`src/rtl/iq_tx_pkg.sv`:
```
// Shared definitions for the CPRI-style basic-frame transmitter.
// Purpose: slot boundaries, slot classes and control-word table contents.
// Latency: none (definitions only). Backpressure: not applicable.
package iq_tx_pkg;

  localparam int DW_DEF = 64;
  localparam int SEQ_MAX_DEF = 95;
  localparam int X_MAX_DEF = 255;
  localparam logic [63:0] SYNC_WORD_DEF = 64'h11114321_11114321;

  // Slot boundaries inside one basic frame
  localparam logic [6:0] CTRL_END   = 7'd1;
  localparam logic [6:0] SYNC_FIRST = 7'd4;
  localparam logic [6:0] SYNC_LAST  = 7'd5;
  localparam logic [6:0] PL0_FIRST  = 7'd6;
  localparam logic [6:0] PL0_LAST   = 7'd26;
  localparam logic [6:0] GAP_LAST   = 7'd47;
  localparam logic [6:0] PL1_FIRST  = 7'd48;

  typedef enum logic [2:0] {CTRL, IDLE, SYNC, PAYLOAD, GAP} slot_t;

  // Basic frames whose control slots carry a non-zero control word
  localparam logic [7:0] CM_X_81  = 8'd81;
  localparam logic [7:0] CM_X_144 = 8'd144;
  localparam logic [7:0] CM_X_145 = 8'd145;
  localparam logic [7:0] CM_X_208 = 8'd208;
  localparam logic [7:0] CM_X_209 = 8'd209;

  localparam logic [63:0] CM_W_81  = 64'h5100_0000_0000_0000;
  localparam logic [63:0] CM_W_144 = 64'h9000_0000_0000_0000;
  localparam logic [63:0] CM_W_145 = 64'h9100_0000_0000_0000;
  localparam logic [63:0] CM_W_208 = 64'hD000_0000_0000_0000;
  localparam logic [63:0] CM_W_209 = 64'hD100_0000_0000_0000;

  // Classify a slot index; indices above the last payload slot never occur
  function automatic slot_t slot_type(input logic [6:0] seq);
    slot_t t;
    if (seq <= CTRL_END)        t = CTRL;
    else if (seq < SYNC_FIRST)  t = IDLE;
    else if (seq <= SYNC_LAST)  t = SYNC;
    else if (seq <= PL0_LAST)   t = PAYLOAD;
    else if (seq < PL1_FIRST)   t = GAP;
    else                        t = PAYLOAD;
    return t;
  endfunction

endpackage

```
`src/rtl/iq_data_tx_if.sv`:
```
// Bundle between the transmitter, its payload source and the link side.
// Latency: none (wires only). Backpressure: o_iq_rdy qualifies i_iq_vld.
// master = transmitter side, slave = payload source / link consumer side.
interface iq_data_tx_if #(parameter int DW = 64);
  logic [DW-1:0] i_iq_data;
  logic          i_iq_vld;
  logic          o_iq_rdy;
  logic [DW-1:0] o_cpri_tx_data;
  logic [6:0]    o_cpri_tx_seq;
  logic [DW-1:0] o_cpri_tx_mask;
  logic [7:0]    o_cpri_tx_crtl;

  modport master (
    input  i_iq_data, i_iq_vld,
    output o_iq_rdy, o_cpri_tx_data, o_cpri_tx_seq, o_cpri_tx_mask, o_cpri_tx_crtl
  );

  modport slave (
    output i_iq_data, i_iq_vld,
    input  o_iq_rdy, o_cpri_tx_data, o_cpri_tx_seq, o_cpri_tx_mask, o_cpri_tx_crtl
  );
endinterface

```
`src/rtl/iq_tx_cm_gen.sv`:
```
// Control-word lookup: basic-frame index -> control data and mask.
// Latency: combinational. Backpressure: none.
// Only a handful of frames carry a word; every other frame sends data 0, mask 0.
module iq_tx_cm_gen
  import iq_tx_pkg::*;
(
  input  logic [7:0]  x_i,
  output logic [63:0] cm_data_o,
  output logic [63:0] cm_mask_o
);

  // Table lookup; mask opens all lanes only when a word is defined
  always_comb begin
    cm_data_o = '0;
    cm_mask_o = '0;
    case (x_i)
      CM_X_81:  begin cm_data_o = CM_W_81;  cm_mask_o = '1; end
      CM_X_144: begin cm_data_o = CM_W_144; cm_mask_o = '1; end
      CM_X_145: begin cm_data_o = CM_W_145; cm_mask_o = '1; end
      CM_X_208: begin cm_data_o = CM_W_208; cm_mask_o = '1; end
      CM_X_209: begin cm_data_o = CM_W_209; cm_mask_o = '1; end
      default:  begin cm_data_o = '0;       cm_mask_o = '0; end
    endcase
  end

endmodule

```
`src/rtl/iq_data_tx.sv`:
```
// Basic-frame transmitter: slot/frame counters, control/sync/gap insertion, payload pull.
// Latency: one cycle from accepted payload word to o_cpri_tx_data. Backpressure: o_iq_rdy
// only in payload slots; a missing word sends 0 and sets sticky o_underflow.
// Optional IQ_TX_TEST_PATTERN_EN adds i_test_mode, replacing payload with a 16-bit counter.
module iq_data_tx
  import iq_tx_pkg::*;
#(
  parameter int          DW        = DW_DEF,
  parameter int          SEQ_MAX   = SEQ_MAX_DEF,
  parameter int          X_MAX     = X_MAX_DEF,
  parameter logic [63:0] SYNC_WORD = SYNC_WORD_DEF
) (
  input  logic             i_clk,
  input  logic             i_rst_n,
  input  logic             i_hfp,
`ifdef IQ_TX_TEST_PATTERN_EN
  input  logic             i_test_mode,
`endif
  iq_data_tx_if.master     tx,
  output logic             o_hfp,
  output logic             o_underflow
);

  // seq_q/x_q name the slot that goes out on the next clock unless i_hfp overrides it
  logic [6:0]    seq_q, seq_d, eff_seq;
  logic [7:0]    x_q, x_d, eff_x;
  slot_t         slot;
  logic          rdy, take, test_on;
  logic [DW-1:0] pat;
  logic [63:0]   cm_data, cm_mask;

  logic [DW-1:0] data_q, data_d, mask_q, mask_d;
  logic [6:0]    oseq_q;
  logic [7:0]    crtl_q, crtl_d;
  logic          hfp_q, hfp_d, uf_q, uf_d;

  iq_tx_cm_gen u_cm_gen (
    .x_i       (eff_x),
    .cm_data_o (cm_data),
    .cm_mask_o (cm_mask)
  );

  // Slot about to be emitted and the counter advance after it; restart pulse wins
  always_comb begin
    eff_seq = i_hfp ? 7'd0 : seq_q;
    eff_x   = i_hfp ? 8'd0 : x_q;
    seq_d   = eff_seq + 7'd1;
    x_d     = eff_x;
    if (eff_seq == 7'(SEQ_MAX)) begin
      seq_d = 7'd0;
      x_d   = (eff_x == 8'(X_MAX)) ? 8'd0 : eff_x + 8'd1;
    end
  end

  assign slot = slot_type(eff_seq);
  assign rdy  = (slot == PAYLOAD) && i_rst_n && !test_on;
  assign take = rdy && tx.i_iq_vld;

`ifdef IQ_TX_TEST_PATTERN_EN
  logic [15:0] cnt_q, cnt_d;

  assign test_on = i_test_mode;
  assign pat     = {4{cnt_q}};

  // Pattern counter steps once per payload slot in test mode; restart pulse clears it
  always_comb begin
    cnt_d = cnt_q;
    if (i_hfp)                            cnt_d = 16'd0;
    else if (test_on && slot == PAYLOAD)  cnt_d = cnt_q + 16'd1;
  end

  // Pattern counter register
  always_ff @(posedge i_clk or negedge i_rst_n) begin
    if (!i_rst_n) cnt_q <= 16'd0;
    else          cnt_q <= cnt_d;
  end
`else
  assign test_on = 1'b0;
  assign pat     = '0;
`endif

  // Output word selection for the slot being emitted
  always_comb begin
    data_d = '0;
    mask_d = '1;
    crtl_d = 8'h00;
    uf_d   = uf_q;
    hfp_d  = (eff_seq == 7'd0) && (eff_x == 8'd0);
    case (slot)
      CTRL: begin
        data_d = cm_data;
        mask_d = cm_mask;
        crtl_d = 8'hFF;
      end
      SYNC:    data_d = SYNC_WORD;
      PAYLOAD: begin
        if (test_on)   data_d = pat;
        else if (take) data_d = tx.i_iq_data;
        else begin
          data_d = '0;
          uf_d   = 1'b1;
        end
      end
      default: data_d = '0;
    endcase
  end

  // Counters and registered output bundle
  always_ff @(posedge i_clk or negedge i_rst_n) begin
    if (!i_rst_n) begin
      seq_q  <= 7'd0;
      x_q    <= 8'd0;
      data_q <= '0;
      mask_q <= '0;
      oseq_q <= 7'd0;
      crtl_q <= 8'h00;
      hfp_q  <= 1'b0;
      uf_q   <= 1'b0;
    end else begin
      seq_q  <= seq_d;
      x_q    <= x_d;
      data_q <= data_d;
      mask_q <= mask_d;
      oseq_q <= eff_seq;
      crtl_q <= crtl_d;
      hfp_q  <= hfp_d;
      uf_q   <= uf_d;
    end
  end

  assign tx.o_iq_rdy       = rdy;
  assign tx.o_cpri_tx_data = data_q;
  assign tx.o_cpri_tx_seq  = oseq_q;
  assign tx.o_cpri_tx_mask = mask_q;
  assign tx.o_cpri_tx_crtl = crtl_q;
  assign o_hfp             = hfp_q;
  assign o_underflow       = uf_q;

endmodule

```
`src/flat_wrapper.sv`:
```
// flat-port wrapper written by rule: the top's interface ports become plain ports
module iq_data_tx_flat import iq_tx_pkg::*;
#(
  parameter int          DW        = DW_DEF,
  parameter int          SEQ_MAX   = SEQ_MAX_DEF,
  parameter int          X_MAX     = X_MAX_DEF,
  parameter logic [63:0] SYNC_WORD = SYNC_WORD_DEF
)
  (i_clk, i_rst_n, i_hfp, o_hfp, o_underflow, tx_i_iq_data, tx_i_iq_vld, tx_o_iq_rdy, tx_o_cpri_tx_data, tx_o_cpri_tx_seq, tx_o_cpri_tx_mask, tx_o_cpri_tx_crtl);
  iq_data_tx_if #(.DW(DW)) tx_i ();
  input  logic i_clk;
  input  logic i_rst_n;
  input  logic i_hfp;
  output logic o_hfp;
  output logic o_underflow;
  input wire logic [$bits(tx_i.i_iq_data)-1:0] tx_i_iq_data;
  input wire logic [$bits(tx_i.i_iq_vld)-1:0] tx_i_iq_vld;
  output wire logic [$bits(tx_i.o_iq_rdy)-1:0] tx_o_iq_rdy;
  output wire logic [$bits(tx_i.o_cpri_tx_data)-1:0] tx_o_cpri_tx_data;
  output wire logic [$bits(tx_i.o_cpri_tx_seq)-1:0] tx_o_cpri_tx_seq;
  output wire logic [$bits(tx_i.o_cpri_tx_mask)-1:0] tx_o_cpri_tx_mask;
  output wire logic [$bits(tx_i.o_cpri_tx_crtl)-1:0] tx_o_cpri_tx_crtl;
  assign tx_i.i_iq_data = tx_i_iq_data;
  assign tx_i.i_iq_vld = tx_i_iq_vld;
  assign tx_o_iq_rdy = tx_i.o_iq_rdy;
  assign tx_o_cpri_tx_data = tx_i.o_cpri_tx_data;
  assign tx_o_cpri_tx_seq = tx_i.o_cpri_tx_seq;
  assign tx_o_cpri_tx_mask = tx_i.o_cpri_tx_mask;
  assign tx_o_cpri_tx_crtl = tx_i.o_cpri_tx_crtl;
  iq_data_tx #(.DW(DW), .SEQ_MAX(SEQ_MAX), .X_MAX(X_MAX), .SYNC_WORD(SYNC_WORD)) u_core (.i_clk(i_clk), .i_rst_n(i_rst_n), .i_hfp(i_hfp), .tx(tx_i), .o_hfp(o_hfp), .o_underflow(o_underflow));
endmodule
```
`config.mk`:
```
export PLATFORM = sky130hd
export DESIGN_NAME = iq_data_tx_flat
export DESIGN_NICKNAME = d
export VERILOG_FILES = /design/src/rtl/iq_tx_pkg.sv /design/src/rtl/iq_data_tx_if.sv /design/src/rtl/iq_tx_cm_gen.sv /design/src/rtl/iq_data_tx.sv /design/src/flat_wrapper.sv
export SDC_FILE = /design/constraint.sdc
export NUM_CORES = 1
export LEC_CHECK = 0
export ABC_AREA = 1
export CORE_MARGIN = 2
export CORE_UTILIZATION = 36
export DETAILED_ROUTE_END_ITERATION = 12
export GPL_TIMING_DRIVEN = 1
export PLACE_DENSITY = 0.79
export SLEW_MARGIN = 20
export SYNTH_ARGS = -nofsm -noshare
export SYNTH_HDL_FRONTEND = slang
export SYNTH_SLANG_ARGS = --single-unit
```
`constraint.sdc`:
```
create_clock -name i_clk -period 1.8 [get_ports i_clk]
set_input_delay 0.36 -clock i_clk [delete_from_list [all_inputs] [get_ports i_clk]]
set_output_delay 0.36 -clock i_clk [all_outputs]
set_load 0.005 [all_outputs]
```
* Word-level counts from Yosys, hierarchy flattened *
Index checks and enable logic that the tools add are counted.

storage, ports and cells
  bits in registers = 160
  input port bits = 68
  output and inout port bits = 146
  word-level logic and storage cells = 49

operators by class
  $add $sub $neg = 2
  order comparisons = 5
  equal/unequal tests = 9
  multiplexer cells = 16
  bitwise operators = 1
  reductions and logical operators = 8

operators with widths
  kind                                                        count
  case mux 64 bit (5 select lines)                            1
  2-to-1 mux 64 bit                                           3
  case mux 64 bit (3 select lines)                            1
  == test 8 bit, second input constant                        5
  2-to-1 mux 8 bit                                            4
  2-to-1 mux 3 bit                                            5
  2-to-1 mux 7 bit                                            2
  adder 8 x 1 -> 8 bit, second input constant                 1
  == test 8 x 7 -> 1 bit, second input constant               1
  logical NOT 8 bit                                           1
  adder 7 x 1 -> 7 bit, second input constant                 1
  == test 7 bit, second input constant                        1
  <= comparator 7 x 1 -> 1 bit, second input constant         1
  <= comparator 7 x 3 -> 1 bit, second input constant         1
  <= comparator 7 x 5 -> 1 bit, second input constant         1
  logical NOT 7 bit                                           1
  less-than comparator 7 x 3 -> 1 bit, second input constant  1
  less-than comparator 7 x 6 -> 1 bit, second input constant  1
  == test 3 x 2 -> 1 bit, second input constant               2
  OR reduction 5 bit                                          1
  logical AND 1 bit                                           3
  logical NOT 3 bit                                           1
  AND reduction 2 bit                                         1
  NOT 1 bit                                                   1

* Longest topological paths before layout *
Gate-level depths: netlist of run 1.

  depth in word-level cells = 12
  mapped depth = 12

* Hierarchy *
Synthesis of run 1 repeated with hierarchy kept, for this count alone.

unflattened totals
  cells, all modules = 822
  area, all modules = 7389.6 um2

by module, submodules not included
  module        instances  cells an instance  area each (um2)
  iq_data_tx    1          674                6361.1
  iq_tx_cm_gen  1          148                1028.5

* Least setup slack after synthesis of run 1 *
No wires, ideal clock.

  kind = reg-to-output
  start point = register, netlist name u_core.tx.o_cpri_tx_mask[62]
  end point = output port tx_o_cpri_tx_mask[10]
  arrival = 1.527 ns
  path slack = -0.087 ns
  stages on the path, launching flop included = 2
  buffers on the path = 1
  cell sequence = dfrtp_1 > buf_4

RTL lines
  element    line                source
  to (decl)  flat_wrapper.sv:21  output wire logic [$bits(tx_i.o_cpri_tx_mask)-1:0] tx_o_cpri_tx_mask;

* Final worst setup path of run 1 *
  start point = register u_core.seq_q[1]
  end point = output port tx_o_iq_rdy

on the way
  cells in the longest elaborated chain, start to end = 9
  elaborated cells on any way between the ends = 13
  classes of those cells = order compare: 5; eq/ne: 1; mux: 6; reduce/logical: 1

RTL lines
  element                              line                source
  from (decl)                          iq_data_tx.sv:25    logic [6:0] seq_q, seq_d, eff_seq;
  from (signal assigned)               iq_data_tx.sv:120   seq_q <= seq_d;
  2-to-1 mux 7 bit (*)                 iq_data_tx.sv:45    eff_seq = i_hfp ? 7'd0 : seq_q;
  via u_core.eff_seq[1]                iq_data_tx.sv:25
  less-than comparator 7 x 6 -> 1 bit  iq_tx_pkg.sv:42     else if (seq < PL1_FIRST) t = GAP;
  2-to-1 mux 3 bit                     iq_tx_pkg.sv:42
  2-to-1 mux 3 bit                     iq_tx_pkg.sv:41     else if (seq <= PL0_LAST) t = PAYLOAD;
  2-to-1 mux 3 bit                     iq_tx_pkg.sv:40     else if (seq <= SYNC_LAST) t = SYNC;
  2-to-1 mux 3 bit                     iq_tx_pkg.sv:39     else if (seq < SYNC_FIRST) t = IDLE;
  2-to-1 mux 3 bit (*)                 iq_tx_pkg.sv:38     if (seq <= CTRL_END) t = CTRL;
  == test 3 x 2 -> 1 bit (*)           iq_data_tx.sv:56    assign rdy = (slot == PAYLOAD) && i_rst_n && !test_on;
  logical AND 1 bit (*)                iq_data_tx.sv:56
  to (decl)                            flat_wrapper.sv:18  output wire logic [$bits(tx_i.o_iq_rdy)-1:0] tx_o_iq_rdy;

The timed path passes the listed nets; every way through them passes the cells marked *.

==> summary.md, run 1 <==
| Metric | Value |
|---|---|
| Result of the run | complete, but fails checks |
| Violations in the final reports | setup timing |
| Register clock-pin slew on the reported worst setup and hold paths | 60 ps |
| Via count of the first global-routing pass | 3539 |
| Max Transition Viols Final | 0 |
| Cell row count | 39 |
| Startpoint of the worst register-to-register path | u_core.seq_q[1] |
| RSZ-0062 raised after global routing | true |
| DR WL/cell | 13.7 µm |
| Cell with the largest stage delay on the worst path | sky130_fd_sc_hd__dfrtp_1 |
| Overflow left after global routing | 0 |
| Worst Setup Path Type | flop to output pin |
| Mapped Area | 4160 µm² |
| Core Box Area | 11400 µm² |
| Layout-stage area growth over the synthesis result | 61.2% |
| Tmin final | 1800 ps |
| TritonCTS clock tree | yes |
| First-pass GRT wire length | 17500 µm |
| Cell Chain, Critical Path | inv_2 > nor2_4 > nand2_2 > nand3_2 > nand2_2 > nand2_4 > nand2_2 > nor2_1 > buf_2 |
| Largest net degree at the start of global routing | 50 |
| Initial antenna violation count | 0 |
| # port buffers | approximately 210 |
| Antenna-violating nets left | 0 |
| Tot GR Track Use | 17.7% |
| Setup Total Neg Slack | -1.85 ps |
| Gr busiest metal | met2 |
| Internal power | 0.00416 W |
| Final standard cell area without fillers | 6710 µm² |
| Distinct cells, synth | 30 |
| Most frequent cell on the critical path | sky130_fd_sc_hd__nand2_2 |
| Clock tree sinks | 90 |
| Fraction of layout instances using a drive strength above 1 | about 17% |
| Number of vias after detailed routing | 3425 |
| Number of vias per cell after detailed routing | 4.32 |
| Static power due to leakage | 3.54 nW |
| Slowest Stage Delay on Critical Path | 420 ps |
| Met1 routing resource usage after global routing | 19.2% |
| Mapped Cells | 440 |
| Final estimated routing congestion in global placement | 0.896 |
| Clock latency reported for the late side of the worst-skew pair | approximately 340 ps |
| Max transition margin | 57.9% |
| Met2 track demand over resource in global routing | 33.5% |
| Leading cell type in the layout, fill and taps excluded | sky130_fd_sc_hd__clkdlybuf4s50_1 |
| Number of max-cap violations | 0 |
| Seq/Total Area, Yosys | 54.1% |
| Residual DRC count | 0 |
| CP delay by family, top | simple AND/OR/NAND/NOR gates |
| Combinational fraction of design power | 23.6% |
| Number of H-tree levels | 3 |
| ANT cells | 0 |
| Worst Max-Slew Pin Slew | roughly 630 ps |
| Number of buffers inserted for hold repair after clock tree synthesis | 0 |
| Cells on worst reg2reg path | 10 |
| Nature of the critical path startpoint | flop |
| Power density relative to cell area | slightly above 800 nW/µm² |
| Net Sw Frac | 23.9% |
| Number of setup violations in the final report | 1 |
| Die outline width | 112 µm |
| Largest driver fanout on the critical path | 2 |
| Number of nets in the finished design | 716 |
| Worst min-delay path category | primary input to asynchronous set/reset pin |
| Starting DRC count in detailed routing | 158 |
| Final Hold Vio Count | 0 |
| Count of yosys warnings during synthesis | 0 |
| Top library cells by usage in the layout, fill and taps aside | sky130_fd_sc_hd__clkdlybuf4s50_1 (146), sky130_fd_sc_hd__inv_1 (91), sky130_fd_sc_hd__dfrtp_1 (88) |
| Count of pins on the block boundary | roughly 210 |
| Setup WS post-layout | -1.85 ps |
| Net switching power | 0.00130 W |
| Final critical-path share of the clock period | 100% |
| Clk_skew | approximately 7 ps |
| Cell chosen for the clock root | sky130_fd_sc_hd__clkbuf_16 |
| Proportion of power drawn by flip-flops and latches | 39.3% |
| Syn Nets | 512 |
| Fmax | 555 MHz |
| TritonCTS Buffers | 9 |
| Number of fill cells in the layout | 940 |
| WP buf/inv | 2 |
| Die Area | 12400 µm² |
| Final Routed Wirelength | 10800 µm |
| Endpoint arrival time on the critical path | 1440 ps |
| Worst IR drop on VDD | 0.000459 V |
| Synthesis-stage register bit count | 90 |
| Detailed-router iteration count before antenna repair | 4 |
| Global routing met3 resource utilization | 4.52% |
| Half-perimeter wire length after detailed placement | 7940 µm |
| Dpl cell area | between 6000 and 7000 µm² |
| Worst setup EP type | output pin |
| Initial Util | 36.6% |
| WP data required | 1440 ps |
| Clock network fraction of design power | 37.1% |
| Setup slack, reg-to-reg | approximately 200 ps |
| Max clock buf depth | 2 |
| Die Y-Extent | 112 µm |
| Post-Syn Area per Cell | between 9 and 10 µm² |
| Worst reg2reg path endpoint | u_core.tx.o_cpri_tx_data[40] |
==> state kept, by name, summed over array words and instances (netlist names) <==
name	count
u_core.tx.o_cpri_tx_data	64
u_core.seq_q	7
u_core.tx.o_cpri_tx_seq	7
u_core.tx.o_cpri_tx_mask	1
u_core.tx.o_cpri_tx_crtl	1
u_core.x_q	8
u_core.o_underflow	1
u_core.o_hfp	1
==> cells in the mapped netlist <==
library cell | instances | area share [%]
sky130_fd_sc_hd__inv_1 | 92 | 8.3
sky130_fd_sc_hd__dfrtp_1 | 90 | 54
sky130_fd_sc_hd__buf_4 | 70 | 13
sky130_fd_sc_hd__nor2_1 | 62 | 5.6
sky130_fd_sc_hd__nand2_1 | 38 | 3.4
sky130_fd_sc_hd__o21ai_0 | 13 | 1.6
sky130_fd_sc_hd__nand4_1 | 10 | 1.5
sky130_fd_sc_hd__o21ai_1 | 9 | 1.1
sky130_fd_sc_hd__buf_6 | 8 | 2.2
sky130_fd_sc_hd__nand3_1 | 7 | 0.84
sky130_fd_sc_hd__o21ai_2 | 6 | 1.3
sky130_fd_sc_hd__xor2_1 | 5 | 1.1
sky130_fd_sc_hd__ha_1 | 4 | 1.2
sky130_fd_sc_hd__nand2_4 | 4 | 1.1
sky130_fd_sc_hd__nand2_2 | 3 | 0.45
sky130_fd_sc_hd__nand3_2 | 2 | 0.48
sky130_fd_sc_hd__nor2_4 | 2 | 0.54
sky130_fd_sc_hd__nor3_1 | 2 | 0.24
sky130_fd_sc_hd__o21bai_2 | 2 | 0.54
sky130_fd_sc_hd__a21o_1 | 1 | 0.18
sky130_fd_sc_hd__a21oi_1 | 1 | 0.12
sky130_fd_sc_hd__a21oi_2 | 1 | 0.21
sky130_fd_sc_hd__and3_1 | 1 | 0.15
sky130_fd_sc_hd__clkbuf_1 | 1 | 0.090
sky130_fd_sc_hd__inv_2 | 1 | 0.090
sky130_fd_sc_hd__nand4_4 | 1 | 0.51
sky130_fd_sc_hd__nor2_2 | 1 | 0.15
sky130_fd_sc_hd__nor4_1 | 1 | 0.15
sky130_fd_sc_hd__o211ai_1 | 1 | 0.18
sky130_fd_sc_hd__or2_2 | 1 | 0.15
==> per-stage QoR <==
stage	setup slack, ps	instances	power [W]	util, %	hold WS [ps]
global placement	-577	767	0.00347	55.1	449
global route	-112	792	0.00569	59.0	109
detailed placement	-639	767	0.00350	55.1	453
finish	-1.85	792	0.00546	59.0	79.3
CTS	1.65	792	0.00549	58.5	87.1
floorplan	268	440	0.00287	-	64.4
==> how the worst max path moves through the flow <==
| stage | startpoint | end | slack (ps) | depth (start not counted) |
|---|---|---|---|---|
| 3_3_place_gp | i_hfp | tx_o_iq_rdy | -580 | 10 |
| 6_report | u_core.seq_q[1] | tx_o_iq_rdy | -2 | 9 |
| 2_1_floorplan | i_hfp | u_core.x_q[5] | 270 | 9 |
| 3_5_place_dp | i_hfp | tx_o_iq_rdy | -640 | 10 |
| 5_1_grt | u_core.seq_q[1] | tx_o_iq_rdy | -110 | 9 |
| 4_1_cts | u_core.tx.o_cpri_tx_mask[62] | tx_o_cpri_tx_mask[31] | 2 | 3 |
==> layer usage <==
| layer | vias to the layer above | part of all wire [%] |
|---|---|---|
| met5 | - | 0 |
| met4 | 0 | 1.9 |
| met3 | 18 | 5.9 |
| met2 | 143 | 55 |
| met1 | 1617 | 37 |
| li1 | 1647 | - |
==> repair_timing <==
item | 4_1_cts | 5_1_grt
setup endpoints to repair | 86 | 43
resized for setup | 78 | 38
hold endpoints to repair | 0 | 0
buffers inserted | 6 | 1
gates cloned | 3 | 0
pin swaps | 1 | 6
==> worst register-to-register path, stage by stage, from the launching register on <==
cell and delay (ps):
sky130_fd_sc_hd__dfrtp_1 420, sky130_fd_sc_hd__inv_2 80, sky130_fd_sc_hd__nor2_4 90, sky130_fd_sc_hd__nand2_2 50
sky130_fd_sc_hd__nand3_2 70, sky130_fd_sc_hd__nand2_2 70, sky130_fd_sc_hd__nand2_4 60, sky130_fd_sc_hd__buf_4 110
sky130_fd_sc_hd__nand4_4 120, sky130_fd_sc_hd__buf_4 200, sky130_fd_sc_hd__o21ai_0 220
==> cell families after synthesis <==
family | after synthesis | share of synthesized area, %
adders and majority gates | 4 | 1.20
xor gates and xnor gates | 5 | 1.05
DFF | 90 | 54.1
AOI/OAI and AO/OA | 34 | 5.14
and+or+nand+nor | 135 | 15.3
buffers and inverters | 172 | 23.3
==> final cells by class <==
type	count	area (µm²)	area share, %
tap	143	179	2.67
inverter	93	352	5.24
clock buffer	12	246	3.67
multi-input combinational	178	968	14.4
timing repair buffer	272	2640	39.3
clock inverter	4	75.1	1.12
sequential	90	2250	33.6
==> power groups by stage <==
stage / logic [W] / clock network [W] / registers, W
global route: 0.00139 / 0.00215 / 0.00215
detailed placement: 0.00132 / 0 / 0.00218
CTS: 0.00126 / 0.00208 / 0.00214
finish: 0.00129 / 0.00203 / 0.00215
floorplan: 0.000636 / 0 / 0.00223
global placement: 0.00129 / 0 / 0.00217
Power figures use the tool's default switching activity.
==> run 2: changes to the inputs <==
==> constraint.sdc (replaced) <==
create_clock -name i_clk -period 1.8 [get_ports i_clk]
set_input_delay 0.54 -clock i_clk [delete_from_list [all_inputs] [get_ports i_clk]]
set_output_delay 0.54 -clock i_clk [all_outputs]
set_load 0.005 [all_outputs]
==> run 2 against run 1 <==
The run still ends with setup timing left. Clock power fell by 7%. Power decreased by 3.8%. Largest cell class unchanged. Sequential share of layout area is 1.1 points higher. Clock-buffer cell count fell by 3. Worst setup slack worse by 180 ps. Cell area shrank 3.0%. First-iteration DRC count down 35%. Maximum frequency is 8.9% lower.
==> summary.md, run 2 (same netlist as run 1, synthesis figures left out) <==
| Metric | Value |
|---|---|
| Result of the run | complete, but fails checks |
| Violations in the final reports | setup timing |
| Internal power | 0.00390 W (-6.3%) |
| Number of nets in the finished design | 722 (+0.84%) |
| Clk_skew | 5.88 ps (-1.14 ps) |
| TritonCTS clock tree | yes |
| Number of setup violations in the final report | 8 (+7) |
| Starting DRC count in detailed routing | 102 (-35%) |
| Via count of the first global-routing pass | 3393 (-4.1%) |
| Filler-free cell count of the finished design | 798 (+0.76%) |
| Worst setup EP type | output pin |
| Final Hold Vio Count | 0 (unchanged) |
| Net Sw Frac | 25.8% (+2.0 points) |
| Die outline width | 112 µm (unchanged) |
| Dpl cell area | 6290 µm² (+0.32%) |
| Number of buffers inserted for hold repair after clock tree synthesis | 0 (unchanged) |
| WP data required | 1260 ps (-180 ps) |
| Leading cell type in the layout, fill and taps excluded | sky130_fd_sc_hd__clkdlybuf4s50_1 |
| Worst Max-Slew Pin Slew | 729 ps (+97.9 ps) |
| Largest driver fanout on the critical path | 2 (unchanged) |
| Worst IR drop on VDD | 0.000420 V (-8.5%) |
| Max Transition Viols Final | 0 (unchanged) |
| Die Area | 12400 µm² (unchanged) |
| Setup WS post-layout | -178 ps (-176 ps) |
| Max clock buf depth | 2 (unchanged) |
| Combinational fraction of design power | 22.8% (-0.8 points) |
| # port buffers | 213 (unchanged) |
| Tot GR Track Use | 17.0% (-0.78 points) |
| Proportion of power drawn by flip-flops and latches | 41.2% (+1.9 points) |
| Static power due to leakage | 3.52 nW (-0.63%) |
| Cell row count | 39 (unchanged) |
| Nature of the critical path startpoint | flop |
| Register clock-pin slew on the reported worst setup and hold paths | 70 ps (about the same) |
| RSZ-0062 raised after global routing | true |
| ANT cells | 0 (unchanged) |
| Final Routed Wirelength | 10700 µm (-0.93%) |
| TritonCTS Buffers | 9 (unchanged) |
| Layout-stage area growth over the synthesis result | 56.3% |
| Fraction of layout instances using a drive strength above 1 | 27.9% (+11 points) |
| Power density relative to cell area | 807 nW/µm² (-0.83%) |
| Cell chosen for the clock root | sky130_fd_sc_hd__clkbuf_16 |
| Antenna-violating nets left | 0 (unchanged) |
| Die Y-Extent | 112 µm (unchanged) |
| Worst min-delay path category | primary input to asynchronous set/reset pin |
| Residual DRC count | 0 (unchanged) |
| Tmin final | 1980 ps (+176 ps) |
| Number of max-cap violations | 0 (unchanged) |
| Dpl cells | 768 (+0.13%) |
| Final standard cell area without fillers | 6510 µm² (-3.0%) |
| Half-perimeter wire length after detailed placement | 7760 µm (-2.3%) |
| Overflow left after global routing | 0 (unchanged) |
| Initial Util | 36.6% (unchanged) |
| Final critical-path share of the clock period | 110% (+9.8 points) |
| Number of vias after detailed routing | 3411 (-0.41%) |
| Detailed-router iteration count before antenna repair | 4 (unchanged) |
| DR WL/cell | 13.4 µm (-1.7%) |
| First-pass GRT wire length | 16800 µm (-3.7%) |
| Top library cells by usage in the layout, fill and taps aside | sky130_fd_sc_hd__clkdlybuf4s50_1 (138), sky130_fd_sc_hd__inv_1 (91), sky130_fd_sc_hd__dfrtp_1 (87) |
| Largest net degree at the start of global routing | 58 (+16%) |
| Fmax | 506 MHz (-8.9%) |
| Flip-flop count of the largest register after layout | 64 (unchanged) |
| Core Box Area | 11400 µm² (unchanged) |
| Initial antenna violation count | 0 (unchanged) |
| Clock latency reported for the late side of the worst-skew pair | 340 ps (about the same) |
| Post-placement worst setup slack | -1010 ps (-366 ps) |
| Max transition margin | 51.4% (-6.5 points) |
| Final estimated routing congestion in global placement | 0.895 (-0.12%) |
| Worst Setup Path Type | flop to output pin |
| Clock network fraction of design power | 36.0% (-1.1 points) |
| Number of vias per cell after detailed routing | 4.27 (-1.2%) |
| Count of pins on the block boundary | 214 (unchanged) |
| Net switching power | 0.00136 W (+4.1%) |
| Endpoint arrival time on the critical path | 1440 ps (about the same) |
| Clock tree sinks | 90 (unchanged) |
| Number of H-tree levels | 3 (unchanged) |
==> run 2: area by class of cell <==
cell class	count	area (µm²)
well taps	143	179
clock inverters	7	77.6
clock buffers	9	225
repair buffers	278	2440
inverters	93	352
multi-input cells	178	975
fillers	1006	4860
flip-flops and latches	90	2260
==> run 2: through the flow <==
step	hold slack [ps]	TNS (ps)	utilization, %	power [W]
after CTS	267	-226	57.6	0.00524
after floorplan	244	0	-	0.00287
after detailed placement	471	-41480	55.3	0.00352
after global placement	454	-35710	55.3	0.00350
after global routing	290	-1950	57.3	0.00552
final	260	-670	57.3	0.00525
==> run 2: what timing repair did <==
| action | in CTS | in global routing |
|---|---|---|
| pin swaps | 3 | 3 |
| setup buffers | 3 | 6 |
| gates cloned | 0 | 5 |
| endpoints found under the setup margin | 148 | 23 |
| gates resized for setup | 87 | 138 |
==> run 2: worst max-delay path: stages, from the launching register on <==
cell and delay (ps):
sky130_fd_sc_hd__dfrtp_1 410, sky130_fd_sc_hd__inv_2 70, sky130_fd_sc_hd__nor2_4 120, sky130_fd_sc_hd__nand2_2 60, sky130_fd_sc_hd__nand3_2 70, sky130_fd_sc_hd__nand2_2 60
sky130_fd_sc_hd__nand2_4 70, sky130_fd_sc_hd__nand2_4 50, sky130_fd_sc_hd__nor2_2 70, sky130_fd_sc_hd__buf_2 110
==> run 2: per-layer routing <==
layer / GRT usage, % / part of all wire, % / vias to the layer above
met5: 0 / 0 / -
li1: - / - / 1654
met1: 19.3 / 39 / 1620
met2: 31.2 / 55 / 125
met3: 3.48 / 5.1 / 12
met4: 6.50 / 1.6 / 0
==> run 2: power by group through the flow <==
stage          clock network (W)  logic, W  registers [W]
2_1_floorplan                  0  0.000636        0.00223
3_3_place_gp                   0   0.00132        0.00218
3_5_place_dp                   0   0.00134        0.00218
4_1_cts                  0.00196   0.00114        0.00214
5_1_grt                  0.00205   0.00130        0.00217
6_report                 0.00189   0.00120        0.00216
==> run 2: final timing paths <==
path / cells past startpoint / to / startpoint / slack [ps]
setup / recovery: 9 / tx_o_iq_rdy / u_core.seq_q[1] / -180
hold / removal: 2 / u_core.seq_q[4] / i_rst_n / 260
setup reg to reg: 10 / u_core.seq_q[5] / u_core.seq_q[1] / 110
hold reg to reg: 2 / u_core.o_underflow / u_core.o_underflow / 480
max in group asynchronous: 3 / u_core.tx.o_cpri_tx_mask[62] / i_rst_n / 350
min in group i_clk: 2 / u_core.o_underflow / u_core.o_underflow / 480
